--- src/rtl/dm_arb_pkg.sv ---
// Shared widths, address limit, FSM encoding and port identifiers for the data-memory arbiter.
// Pure declarations: no latency, no flow control.
package dm_arb_pkg;

    localparam int DM_ADDR_W = 16;
    localparam int DM_DATA_W = 32;
    localparam logic [DM_ADDR_W-1:0] DM_LAST_ADDR = 16'hFFFC;

    typedef enum logic [1:0] {
        ST_IDLE  = 2'd0,
        ST_RD    = 2'd1,
        ST_WE    = 2'd2,
        ST_WDONE = 2'd3
    } dm_state_e;

    typedef enum logic {
        PORT_A = 1'b0,
        PORT_B = 1'b1
    } dm_port_e;

    function automatic logic dm_in_range(input logic [DM_ADDR_W-1:0] addr);
        return (addr <= DM_LAST_ADDR);
    endfunction

endpackage

--- src/rtl/dm_arb_if.sv ---
// One requester port of the arbiter: req/we/addr/wdata in, gnt and completion pulses out.
// Requester holds req until gnt; gnt is the only backpressure.
interface dm_arb_if;

    logic                            req;
    logic                            we;
    logic [dm_arb_pkg::DM_ADDR_W-1:0] addr;
    logic [dm_arb_pkg::DM_DATA_W-1:0] wdata;
    logic                            gnt;
    logic [dm_arb_pkg::DM_DATA_W-1:0] rdata;
    logic                            rvalid;
    logic                            done;
    logic                            err;

    modport master (
        output req, we, addr, wdata,
        input  gnt, rdata, rvalid, done, err
    );

    modport slave (
        input  req, we, addr, wdata,
        output gnt, rdata, rvalid, done, err
    );

endinterface

--- src/rtl/dm_arb_rr_pick.sv ---
// Two-way pick: one-hot {B,A} from the two requests, the last grantee and the fairness mode.
// Combinational, zero latency; a zero result means nobody is requesting.
module dm_rr_pick #(
    parameter bit FAIR = 1'b1
) (
    input  logic       i_req_a,
    input  logic       i_req_b,
    input  logic       i_last_b,
    output logic [1:0] o_pick
);

    always_comb begin
        o_pick = 2'b00;
        if (i_req_a && i_req_b) begin
            // Fixed priority ignores history; fair mode hands a tie to whoever lost last time.
            if (FAIR && !i_last_b) begin
                o_pick = 2'b10;
            end else begin
                o_pick = 2'b01;
            end
        end else if (i_req_a) begin
            o_pick = 2'b01;
        end else if (i_req_b) begin
            o_pick = 2'b10;
        end
    end

endmodule

--- src/rtl/dm_arb.sv ---
// Arbitrates two requesters onto one single-ported data memory; read: gnt k, rvalid k+1; write: gnt k, done k+1, idle k+2.
// Requests are only sampled in IDLE; the loser simply keeps req high and is served next.
module dm_arb
    import dm_arb_pkg::*;
#(
    parameter bit FAIR = 1'b1
) (
    input  logic                 clk,
    input  logic                 rst,
    dm_arb_if.slave              a_port,
    dm_arb_if.slave              b_port,
    output logic [DM_ADDR_W-1:0] dm_read_addr,
    output logic [DM_ADDR_W-1:0] dm_write_addr,
    output logic [DM_DATA_W-1:0] dm_write_data,
    output logic                 dm_we,
    input  logic [DM_DATA_W-1:0] dm_read_data
);

    logic [1:0]           w_pick;
    logic                 w_any;
    dm_port_e             w_sel_port;
    logic                 w_sel_we;
    logic [DM_ADDR_W-1:0] w_sel_addr;
    logic [DM_DATA_W-1:0] w_sel_wdata;
    logic                 w_sel_ok;

    dm_state_e            r_state;
    dm_port_e             r_last;
    dm_port_e             r_owner;
    logic                 r_oor;
    logic                 r_a_gnt, r_a_rvalid, r_a_done, r_a_err;
    logic                 r_b_gnt, r_b_rvalid, r_b_done, r_b_err;
    logic [DM_DATA_W-1:0] r_a_rdata, r_b_rdata;
    logic [DM_ADDR_W-1:0] r_dm_read_addr;
    logic [DM_ADDR_W-1:0] r_dm_write_addr;
    logic [DM_DATA_W-1:0] r_dm_write_data;
    logic                 r_dm_we;

    dm_rr_pick #(.FAIR(FAIR)) u_pick (
        .i_req_a  (a_port.req),
        .i_req_b  (b_port.req),
        .i_last_b (r_last == PORT_B),
        .o_pick   (w_pick)
    );

    assign w_any       = |w_pick;
    assign w_sel_port  = w_pick[1] ? PORT_B : PORT_A;
    assign w_sel_we    = w_pick[1] ? b_port.we    : a_port.we;
    assign w_sel_addr  = w_pick[1] ? b_port.addr  : a_port.addr;
    assign w_sel_wdata = w_pick[1] ? b_port.wdata : a_port.wdata;
    assign w_sel_ok    = dm_in_range(w_sel_addr);

    always_ff @(posedge clk) begin
        if (rst) begin
            r_state         <= ST_IDLE;
            r_last          <= PORT_B;
            r_owner         <= PORT_A;
            r_oor           <= 1'b0;
            r_a_gnt         <= 1'b0;
            r_a_rvalid      <= 1'b0;
            r_a_done        <= 1'b0;
            r_a_err         <= 1'b0;
            r_b_gnt         <= 1'b0;
            r_b_rvalid      <= 1'b0;
            r_b_done        <= 1'b0;
            r_b_err         <= 1'b0;
            r_a_rdata       <= '0;
            r_b_rdata       <= '0;
            r_dm_we         <= 1'b0;
            r_dm_read_addr  <= '0;
            // A write caught mid-pulse keeps addr/data for the cycle in which dm_we falls, so it still lands.
            if (r_state != ST_WE) begin
                r_dm_write_addr <= '0;
                r_dm_write_data <= '0;
            end
        end else begin
            r_a_gnt    <= 1'b0;
            r_a_rvalid <= 1'b0;
            r_a_done   <= 1'b0;
            r_a_err    <= 1'b0;
            r_b_gnt    <= 1'b0;
            r_b_rvalid <= 1'b0;
            r_b_done   <= 1'b0;
            r_b_err    <= 1'b0;

            case (r_state)
                ST_IDLE: begin
                    if (w_any) begin
                        r_last  <= w_sel_port;
                        r_owner <= w_sel_port;
                        r_oor   <= !w_sel_ok;
                        if (w_sel_port == PORT_B) begin
                            r_b_gnt <= 1'b1;
                        end else begin
                            r_a_gnt <= 1'b1;
                        end
                        // Out-of-range requests walk the normal states but never touch the memory port.
                        if (w_sel_we) begin
                            r_state <= ST_WE;
                            if (w_sel_ok) begin
                                r_dm_we         <= 1'b1;
                                r_dm_write_addr <= w_sel_addr;
                                r_dm_write_data <= w_sel_wdata;
                            end
                        end else begin
                            r_state <= ST_RD;
                            if (w_sel_ok) begin
                                r_dm_read_addr <= w_sel_addr;
                            end
                        end
                    end
                end
                ST_RD: begin
                    r_state <= ST_IDLE;
                    if (r_oor) begin
                        if (r_owner == PORT_B) r_b_err <= 1'b1;
                        else                   r_a_err <= 1'b1;
                    end else if (r_owner == PORT_B) begin
                        r_b_rdata  <= dm_read_data;
                        r_b_rvalid <= 1'b1;
                    end else begin
                        r_a_rdata  <= dm_read_data;
                        r_a_rvalid <= 1'b1;
                    end
                end
                ST_WE: begin
                    r_state <= ST_WDONE;
                    r_dm_we <= 1'b0;
                    if (r_oor) begin
                        if (r_owner == PORT_B) r_b_err <= 1'b1;
                        else                   r_a_err <= 1'b1;
                    end else begin
                        if (r_owner == PORT_B) r_b_done <= 1'b1;
                        else                   r_a_done <= 1'b1;
                    end
                end
                ST_WDONE: begin
                    r_state <= ST_IDLE;
                end
                default: begin
                    r_state <= ST_IDLE;
                end
            endcase
        end
    end

    assign a_port.gnt    = r_a_gnt;
    assign a_port.rvalid = r_a_rvalid;
    assign a_port.done   = r_a_done;
    assign a_port.err    = r_a_err;
    assign a_port.rdata  = r_a_rdata;
    assign b_port.gnt    = r_b_gnt;
    assign b_port.rvalid = r_b_rvalid;
    assign b_port.done   = r_b_done;
    assign b_port.err    = r_b_err;
    assign b_port.rdata  = r_b_rdata;

    assign dm_read_addr  = r_dm_read_addr;
    assign dm_write_addr = r_dm_write_addr;
    assign dm_write_data = r_dm_write_data;
    assign dm_we         = r_dm_we;

endmodule

--- src/flat_wrapper.sv ---
// flat-port wrapper written by rule: the top's interface ports become plain ports
module dm_arb_flat import dm_arb_pkg::*;
#(
    parameter bit FAIR = 1'b1
)
  (clk, rst, dm_read_addr, dm_write_addr, dm_write_data, dm_we, dm_read_data, a_port_req, a_port_we, a_port_addr, a_port_wdata, a_port_gnt, a_port_rdata, a_port_rvalid, a_port_done, a_port_err, b_port_req, b_port_we, b_port_addr, b_port_wdata, b_port_gnt, b_port_rdata, b_port_rvalid, b_port_done, b_port_err);
  dm_arb_if a_port_i ();
  dm_arb_if b_port_i ();
  input  logic clk;
  input  logic rst;
  output logic [DM_ADDR_W-1:0] dm_read_addr;
  output logic [DM_ADDR_W-1:0] dm_write_addr;
  output logic [DM_DATA_W-1:0] dm_write_data;
  output logic dm_we;
  input  logic [DM_DATA_W-1:0] dm_read_data;
  input wire logic [$bits(a_port_i.req)-1:0] a_port_req;
  input wire logic [$bits(a_port_i.we)-1:0] a_port_we;
  input wire logic [$bits(a_port_i.addr)-1:0] a_port_addr;
  input wire logic [$bits(a_port_i.wdata)-1:0] a_port_wdata;
  output wire logic [$bits(a_port_i.gnt)-1:0] a_port_gnt;
  output wire logic [$bits(a_port_i.rdata)-1:0] a_port_rdata;
  output wire logic [$bits(a_port_i.rvalid)-1:0] a_port_rvalid;
  output wire logic [$bits(a_port_i.done)-1:0] a_port_done;
  output wire logic [$bits(a_port_i.err)-1:0] a_port_err;
  input wire logic [$bits(b_port_i.req)-1:0] b_port_req;
  input wire logic [$bits(b_port_i.we)-1:0] b_port_we;
  input wire logic [$bits(b_port_i.addr)-1:0] b_port_addr;
  input wire logic [$bits(b_port_i.wdata)-1:0] b_port_wdata;
  output wire logic [$bits(b_port_i.gnt)-1:0] b_port_gnt;
  output wire logic [$bits(b_port_i.rdata)-1:0] b_port_rdata;
  output wire logic [$bits(b_port_i.rvalid)-1:0] b_port_rvalid;
  output wire logic [$bits(b_port_i.done)-1:0] b_port_done;
  output wire logic [$bits(b_port_i.err)-1:0] b_port_err;
  assign a_port_i.req = a_port_req;
  assign a_port_i.we = a_port_we;
  assign a_port_i.addr = a_port_addr;
  assign a_port_i.wdata = a_port_wdata;
  assign a_port_gnt = a_port_i.gnt;
  assign a_port_rdata = a_port_i.rdata;
  assign a_port_rvalid = a_port_i.rvalid;
  assign a_port_done = a_port_i.done;
  assign a_port_err = a_port_i.err;
  assign b_port_i.req = b_port_req;
  assign b_port_i.we = b_port_we;
  assign b_port_i.addr = b_port_addr;
  assign b_port_i.wdata = b_port_wdata;
  assign b_port_gnt = b_port_i.gnt;
  assign b_port_rdata = b_port_i.rdata;
  assign b_port_rvalid = b_port_i.rvalid;
  assign b_port_done = b_port_i.done;
  assign b_port_err = b_port_i.err;
  dm_arb #(.FAIR(FAIR)) u_core (.clk(clk), .rst(rst), .a_port(a_port_i), .b_port(b_port_i), .dm_read_addr(dm_read_addr), .dm_write_addr(dm_write_addr), .dm_write_data(dm_write_data), .dm_we(dm_we), .dm_read_data(dm_read_data));
endmodule
--- config.mk ---
export PLATFORM = sky130hd
export DESIGN_NAME = dm_arb_flat
export DESIGN_NICKNAME = d
export VERILOG_FILES = /design/src/rtl/dm_arb_pkg.sv /design/src/rtl/dm_arb_if.sv /design/src/rtl/dm_arb_rr_pick.sv /design/src/rtl/dm_arb.sv /design/src/flat_wrapper.sv
export SDC_FILE = /design/constraint.sdc
export NUM_CORES = 1
export LEC_CHECK = 0
export ABC_AREA = 1
export CORE_MARGIN = 2
export CORE_UTILIZATION = 42
export DETAILED_ROUTE_END_ITERATION = 10
export PLACE_DENSITY = 0.82
export SLEW_MARGIN = 0
export SYNTH_ARGS = -nofsm -noshare
export SYNTH_HDL_FRONTEND = slang
export SYNTH_SLANG_ARGS = --single-unit
export TNS_END_PERCENT = 50
--- constraint.sdc ---
create_clock -name clk -period 5.9 [get_ports clk]
set_input_delay 1.18 -clock clk [delete_from_list [all_inputs] [get_ports clk]]
set_output_delay 1.18 -clock clk [all_outputs]
set_load 0.005 [all_outputs]
==> results of run 1 <==
[registers in the layout (all words and copies together), names as in the netlist, 2 cells and up]
| signal | flops |
|---|---|
| u_core.a_port.rdata | 32 |
| u_core.dm_read_addr | 16 |
| u_core.dm_write_addr | 16 |
| u_core.b_port.rdata | 32 |
| u_core.r_state | 2 |
| u_core.dm_write_data | 32 |
[kinds of logic (layout without fill, tap and decap cells)]
logic type	after synthesis	in the layout
adders and majority gates	4	4
buffers and inverters	85	346
AOI/OAI and AO/OA	123	123
and+or+nand+nor	353	353
DFF	142	142
[worst max-delay path by stage]
stage               slack [ns]                       end  depth (start not counted)
global route              1.75  u_core.dm_write_data[17]                         11
CTS                       2.01  u_core.dm_write_data[17]                         11
detailed placement        1.56  u_core.dm_write_data[25]                         11
global placement          1.65  u_core.dm_write_data[25]                         11
floorplan                 0.36   u_core.dm_write_addr[0]                          4
finish                    1.98  u_core.dm_write_data[19]                         11
[stage by stage]
step                hold slack, ns  util (%)  total power (uW)  instances  instance area (um^2)
floorplan                    0.437         -              1520        707                  5870
global placement             0.448      62.6              1910       1116                  8620
detailed placement           0.455      62.6              1920       1116                  8620
CTS                          0.461      67.6              3160       1148                  9310
global route                 0.482      67.6              3280       1148                  9310
finish                       0.459      67.6              3140       1148                  9310
[cell usage after synthesis (6+ instances only)]
cell type,count
a21oi_1,54
buf_6,6
clkbuf_1,35
dfxtp_1,94
edfxtp_1,48
inv_1,37
nand2_1,98
nand2_2,6
nand3_1,46
nand3b_1,14
nor2_1,179
o21ai_0,65
[cell type report]
| class | count | area share [%] |
|---|---|---|
| sequential | 142 | 35.7 |
| timing repair buffer | 276 | 29.5 |
| multi-input combinational | 480 | 23.5 |
| clock buffer | 20 | 4.80 |
| clock inverter | 12 | 2.57 |
| tap | 180 | 2.42 |
| inverter | 38 | 1.53 |
[tightest hold or removal path, cell delays in order (launching register included)]
cell and delay, ns:
dfxtp_1 0.31, nand2_1 0.06, a21oi_1 0.05
[layer usage]
metal / track usage, % / routed length (um) / part of all wire (%)
met5: 0 / 0 / 0
met2: 40.0 / 8930 / 49
met3: 8.78 / 1610 / 8.8
met4: 10.7 / 607 / 3.3
met1: 27.7 / 7250 / 39
[power by group]
part	total, uW	switching (uW)	internal, uW	leakage [uW]
Combinational	692	332	360	0.00204
Sequential	1210	56.1	1150	0.00125
Clock	1240	397	844	0.000330
[placed cells by master (no fill, tap or decap), types with 14 or more instances in the layout]
cell type and n:
nor2_1 178, nand2_1 98, inv_1 36, clkdlybuf4s50_1 269, nand3_1 46, dfxtp_1 94, nand3b_1 14, o21ai_0 64
a21oi_1 54, clkbuf_16 17, edfxtp_1 48
==> flow_metrics.env, run 1 <==
export IMPL_outcome="finished, final reports clean"
export IMPL_max_clock_path_buffers=2
export IMPL_antenna_cells_inserted=0
export IMPL_dpl_hpwl_um=12900
export IMPL_mean_instance_size_in_the_synthesized_netlist_um2=8.30
export IMPL_layout_cells_sized_above_1_pct=5.27
export IMPL_floorplan_io_pins=271
export IMPL_multi_input_comb_area_mm2=0.00219
export IMPL_layout_area_seq_mm2=0.00332
export IMPL_synth_top_family_by_area="simple AND/OR/NAND/NOR gates"
export IMPL_post_route_drc_count=0
export IMPL_grt_pass1_wl_um=27300
export IMPL_timing_max_slew_rel_slack_pct=26.2
export IMPL_n_fill_cell=1111
export IMPL_final_hold_viols=0
export IMPL_detail_route_iter0_violations=451
export IMPL_dr_total_vias=5659
export IMPL_final_setup_violations=0
export IMPL_synth_top_cells_by_area="dfxtp_1 32%, edfxtp_1 25%, nor2_1 11%, nand2_1 6.3%, o21ai_0 5.5%"
export IMPL_clkSinkCount=142
export IMPL_avgRoutedWirePerCell_um=16.0
export IMPL_grt_start_max_net_pins=85
export IMPL_die_area_mm2=0.0149
export IMPL_crit_required_ns=5.95
export IMPL_clk_insertion_delay_late_ns=0.42
export IMPL_yosysTopAreaCell="dfxtp_1"
export IMPL_fp_coreArea_mm2=0.0138
export IMPL_first_global_vias=5281
export IMPL_ant_nets=0
export IMPL_cts_repair_resized=0
export IMPL_synth_compound_gate_area_share_pct=10.7
export IMPL_track_usage_pct=24.0
export IMPL_postLayoutSetupSlackWorst_ns=1.98
export IMPL_synthXorXnorAreaFrac_pct=0
export IMPL_setup_repair_after_global_routing_missed_its_margin="no"
export IMPL_maximum_ir_drop_on_the_vdd_rail_mv=0.307
export IMPL_antenna_found_initial=0
export IMPL_cp_cell_sequence="clkdlybuf4s50_1 > nand2_4 > nand2_1 > nand2_1 > nor2_1 > nand2_1 > nor2_4 > nand2_4 > nand4_1 > o21ai_4 > buf_4"
export IMPL_critical_path_startpoint="b_port_req"
export IMPL_dpl_worst_slack_ns=1.56
export IMPL_synth_adder_area_share_pct=0.853
export IMPL_critical_path_max_fanout=51
export IMPL_fin_tns_setup_ns=0
export IMPL_postSynthNetCount=845
export IMPL_path_clk_slew_ns=0.05
export IMPL_syn_area_mm2=0.00587
export IMPL_post_synth_and_or_nand_nor_area_fraction_pct=25.6
export IMPL_first_pass_iters=5
export IMPL_ys_warnings_count=0
export IMPL_power_leakage_uw=0.00362
export IMPL_drv_cap=0
export IMPL_power_density_mw_per_mm2=338
export IMPL_synthFlopType="dfxtp_1"
export IMPL_synth_lib_cells_used_distinct=26
export IMPL_timing_hold_worst_endpoint="u_core.b_port.rdata[29]"
export IMPL_area_delta_synth_final_pct=58.6
export IMPL_setup_worst_path_start_class="primary input"
export IMPL_routed_wl_um=18400
export IMPL_std_cell_rows=43
export IMPL_postSynthRegisterBits=142
export IMPL_post_cts_setup_buffer_count=0
export IMPL_cts_inserted_buffers=17
export IMPL_floorplan_die_height_um=122
export IMPL_critPathSlowestCell="clkdlybuf4s50_1"
export IMPL_drt_vias_per_instance=4.93
export IMPL_count_of_pins_over_their_slew_limit=0
export IMPL_root_buffer="clkbuf_16"
export IMPL_max_slew_worst_pin_slew_ns=1.10
export IMPL_critical_path_arrival_ns=3.97
export IMPL_synth_top_cell_area_share_pct=32.1
export IMPL_max_clock_freq_ghz=0.255
export IMPL_number_of_nets_in_the_layout=1093
export IMPL_post_cts_hold_buffer_count=0
export IMPL_hold_class="reg2reg"
export IMPL_worst_r2r_endpoint="u_core.dm_write_data[19]"
export IMPL_initial_utilization_pct=42.6
export IMPL_cts_tree="built"
export IMPL_clock_skew_ns=0.0127
export IMPL_synth_edf_count=48
export IMPL_port_buffers=270
export IMPL_ys_async_sr_fraction_pct=0
export IMPL_layout_worst_path_cycle_share_pct=66.4
export IMPL_gp_congestion=0.900
export IMPL_worstPathBufferInverterCount=2
export IMPL_hold_path_depth=2
export IMPL_clock_tree_htree_level_count=4
export IMPL_worst_path_largest_cell_delay_ns=0.71
export IMPL_ff2ff_path_depth=11
export IMPL_crit_family="simple AND/OR/NAND/NOR gates"
export IMPL_cpMostUsedCell="nand2_1"
export IMPL_post_synth_inst_count=707
export IMPL_kind_of_critical_path="in2reg"
export IMPL_critical_path_reg2reg_startpoint="u_core.r_last"
export IMPL_timing_final_crit_period_ns=3.92
export IMPL_grt_overflow_total=0
export IMPL_timing_hold_worst_start="u_core.b_port.rdata[29]"
export IMPL_r2r_setup_slack_ns=3.01
export IMPL_end_kind="register"
export IMPL_yosys_mux_area_fraction_pct=0
export IMPL_synth_seq_area_share_pct=56.6
export IMPL_die_span_in_x_um=122
Power figures use the tool's default switching activity.
==> inputs of run 2 (changes only) <==
CORE_UTILIZATION = 37   (was 42)
PLACE_DENSITY = 0.77   (was 0.82)
clock period = 3.2 ns   (was 5.9 ns; I/O delays follow)
==> flow_metrics.env, run 2 (synthesis gave the netlist of run 1 again) <==
export IMPL_grt_start_max_net_pins=85
export IMPL_dr_total_vias=5622
export IMPL_maximum_ir_drop_on_the_vdd_rail_mv=0.371
export IMPL_end_kind="register"
export IMPL_post_cts_setup_buffer_count=0
export IMPL_timing_final_crit_period_ns=2.54
export IMPL_critical_path_arrival_ns=2.65
export IMPL_fp_coreArea_mm2=0.0157
export IMPL_critPathSlowestCell="clkdlybuf4s50_1"
export IMPL_cts_repair_resized=0
export IMPL_critical_path_max_fanout=31
export IMPL_number_of_nets_in_the_layout=1101
export IMPL_die_span_in_x_um=130
export IMPL_final_setup_violations=0
export IMPL_dpl_hpwl_um=13200
export IMPL_finalPower_uw=5640
export IMPL_clk_insertion_delay_late_ns=0.42
export IMPL_floorplan_io_pins=271
export IMPL_initial_utilization_pct=37.4
export IMPL_setup_repair_after_global_routing_missed_its_margin="no"
export IMPL_final_hold_viols=0
export IMPL_die_area_mm2=0.0169
export IMPL_crit_required_ns=3.31
export IMPL_ant_nets=0
export IMPL_count_of_pins_over_their_slew_limit=0
export IMPL_clkSinkCount=142
export IMPL_layout_commonest_cell="clkdlybuf4s50_1"
export IMPL_area_delta_synth_final_pct=60.0
export IMPL_hold_class="reg2reg"
export IMPL_post_route_drc_count=0
export IMPL_fin_tns_setup_ns=0
export IMPL_setup_worst_path_start_class="primary input"
export IMPL_drt_vias_per_instance=4.72
export IMPL_path_clk_slew_ns=0.06
export IMPL_antenna_cells_inserted=0
export IMPL_kind_of_critical_path="in2reg"
export IMPL_root_buffer="clkbuf_16"
export IMPL_antenna_found_initial=0
export IMPL_outcome="finished, final reports clean"
export IMPL_std_cell_rows=46
export IMPL_post_cts_hold_buffer_count=0
export IMPL_floorplan_die_height_um=130
export IMPL_worst_path_largest_cell_delay_ns=0.52
export IMPL_power_leakage_uw=0.00365
export IMPL_detail_route_iter0_violations=296
export IMPL_grt_pass1_wl_um=27600
export IMPL_layout_cells_sized_above_1_pct=6.35
export IMPL_mostFrequentLayoutCells="269 x clkdlybuf4s50_1, 178 x nor2_1, 98 x nand2_1"
export IMPL_layout_worst_path_cycle_share_pct=79.3
export IMPL_routed_wl_um=18500
export IMPL_clock_tree_htree_level_count=4
export IMPL_max_clock_freq_ghz=0.394
export IMPL_avgRoutedWirePerCell_um=15.5
export IMPL_worstPathBufferInverterCount=2
export IMPL_cts_tree="built"
export IMPL_cp_cell_sequence="clkdlybuf4s50_1 > nand2_4 > nand2_4 > nand2_1 > nand2_1 > nor2_1 > nand2_1 > nor2_4 > nand2_4 > nand4_1 > o21ai_4 > buf_12"
export IMPL_clock_skew_ns=0.00561
export IMPL_max_slew_worst_pin_slew_ns=1.08
export IMPL_max_clock_path_buffers=2
export IMPL_track_usage_pct=21.5
export IMPL_drv_cap=0
export IMPL_port_buffers=270
export IMPL_first_pass_iters=5
export IMPL_cts_inserted_buffers=17
export IMPL_first_global_vias=5379
export IMPL_gp_congestion=0.858
export IMPL_timing_max_slew_rel_slack_pct=27.9
export IMPL_grt_overflow_total=0
export IMPL_power_density_mw_per_mm2=601
export IMPL_crit_family="simple AND/OR/NAND/NOR gates"
-- run 2: changes by cell type in the layout (fill, tap and decap cells not counted), sizes merged --
cell	before	now
buf	7	15
clkbuf	20	26
bufinv	7	2
clkinv	4	3
-- run 2: where the power goes --
group          leakage (uW)  internal (uW)  switching, uW
registers           0.00125           2130            107
clock network      0.000319           1370            753
logic               0.00208            684            603
total               0.00365           4180           1460
-- run 2: final cells by class --
cell class                      count  area [um^2]
Fill cell                        1386         6320
Sequential cell                   142         3320
Timing Repair Buffer              284         2820
Multi-Input combinational cell    480         2190
Clock buffer                       26          562
Tap cell                          216          270
Inverter                           38          143
Clock inverter                      6         90.1
-- run 2: metrics by stage --
step	utilization [%]	instance area (um^2)	setup WS, ns	hold WS, ns	cells
4_1_cts	59.8	9390	0.693	0.463	1192
6_report	59.8	9390	0.662	0.463	1192
3_3_place_gp	55.6	8740	0.306	0.447	1160
3_5_place_dp	55.6	8740	0.255	0.454	1160
5_1_grt	59.8	9390	0.535	0.477	1192
2_1_floorplan	-	5870	0.413	0.437	707
-- run 2: final timing paths --
path         slack [ns]                       end                     from  depth (start not counted)
max                0.66  u_core.dm_write_data[19]               a_port_req                         12
max reg2reg        0.98  u_core.dm_write_data[19]            u_core.r_last                         11
min reg2reg        0.46   u_core.b_port.rdata[12]  u_core.b_port.rdata[12]                          2
min                0.46   u_core.b_port.rdata[12]  u_core.b_port.rdata[12]                          2
-- run 2: worst min-delay path: stages, from the launching register on --
cell     delay [ns]
dfxtp_1        0.30
nand2_1        0.06
a21oi_1        0.05
-- run 2: routing by layer --
metal	vias up	global-route usage, %	wire [um]
met5	-	0	0
met4	0	8.29	484
met3	33	6.89	1510
met2	222	36.3	9010
met1	2538	25.5	7470
li1	2829	-	-
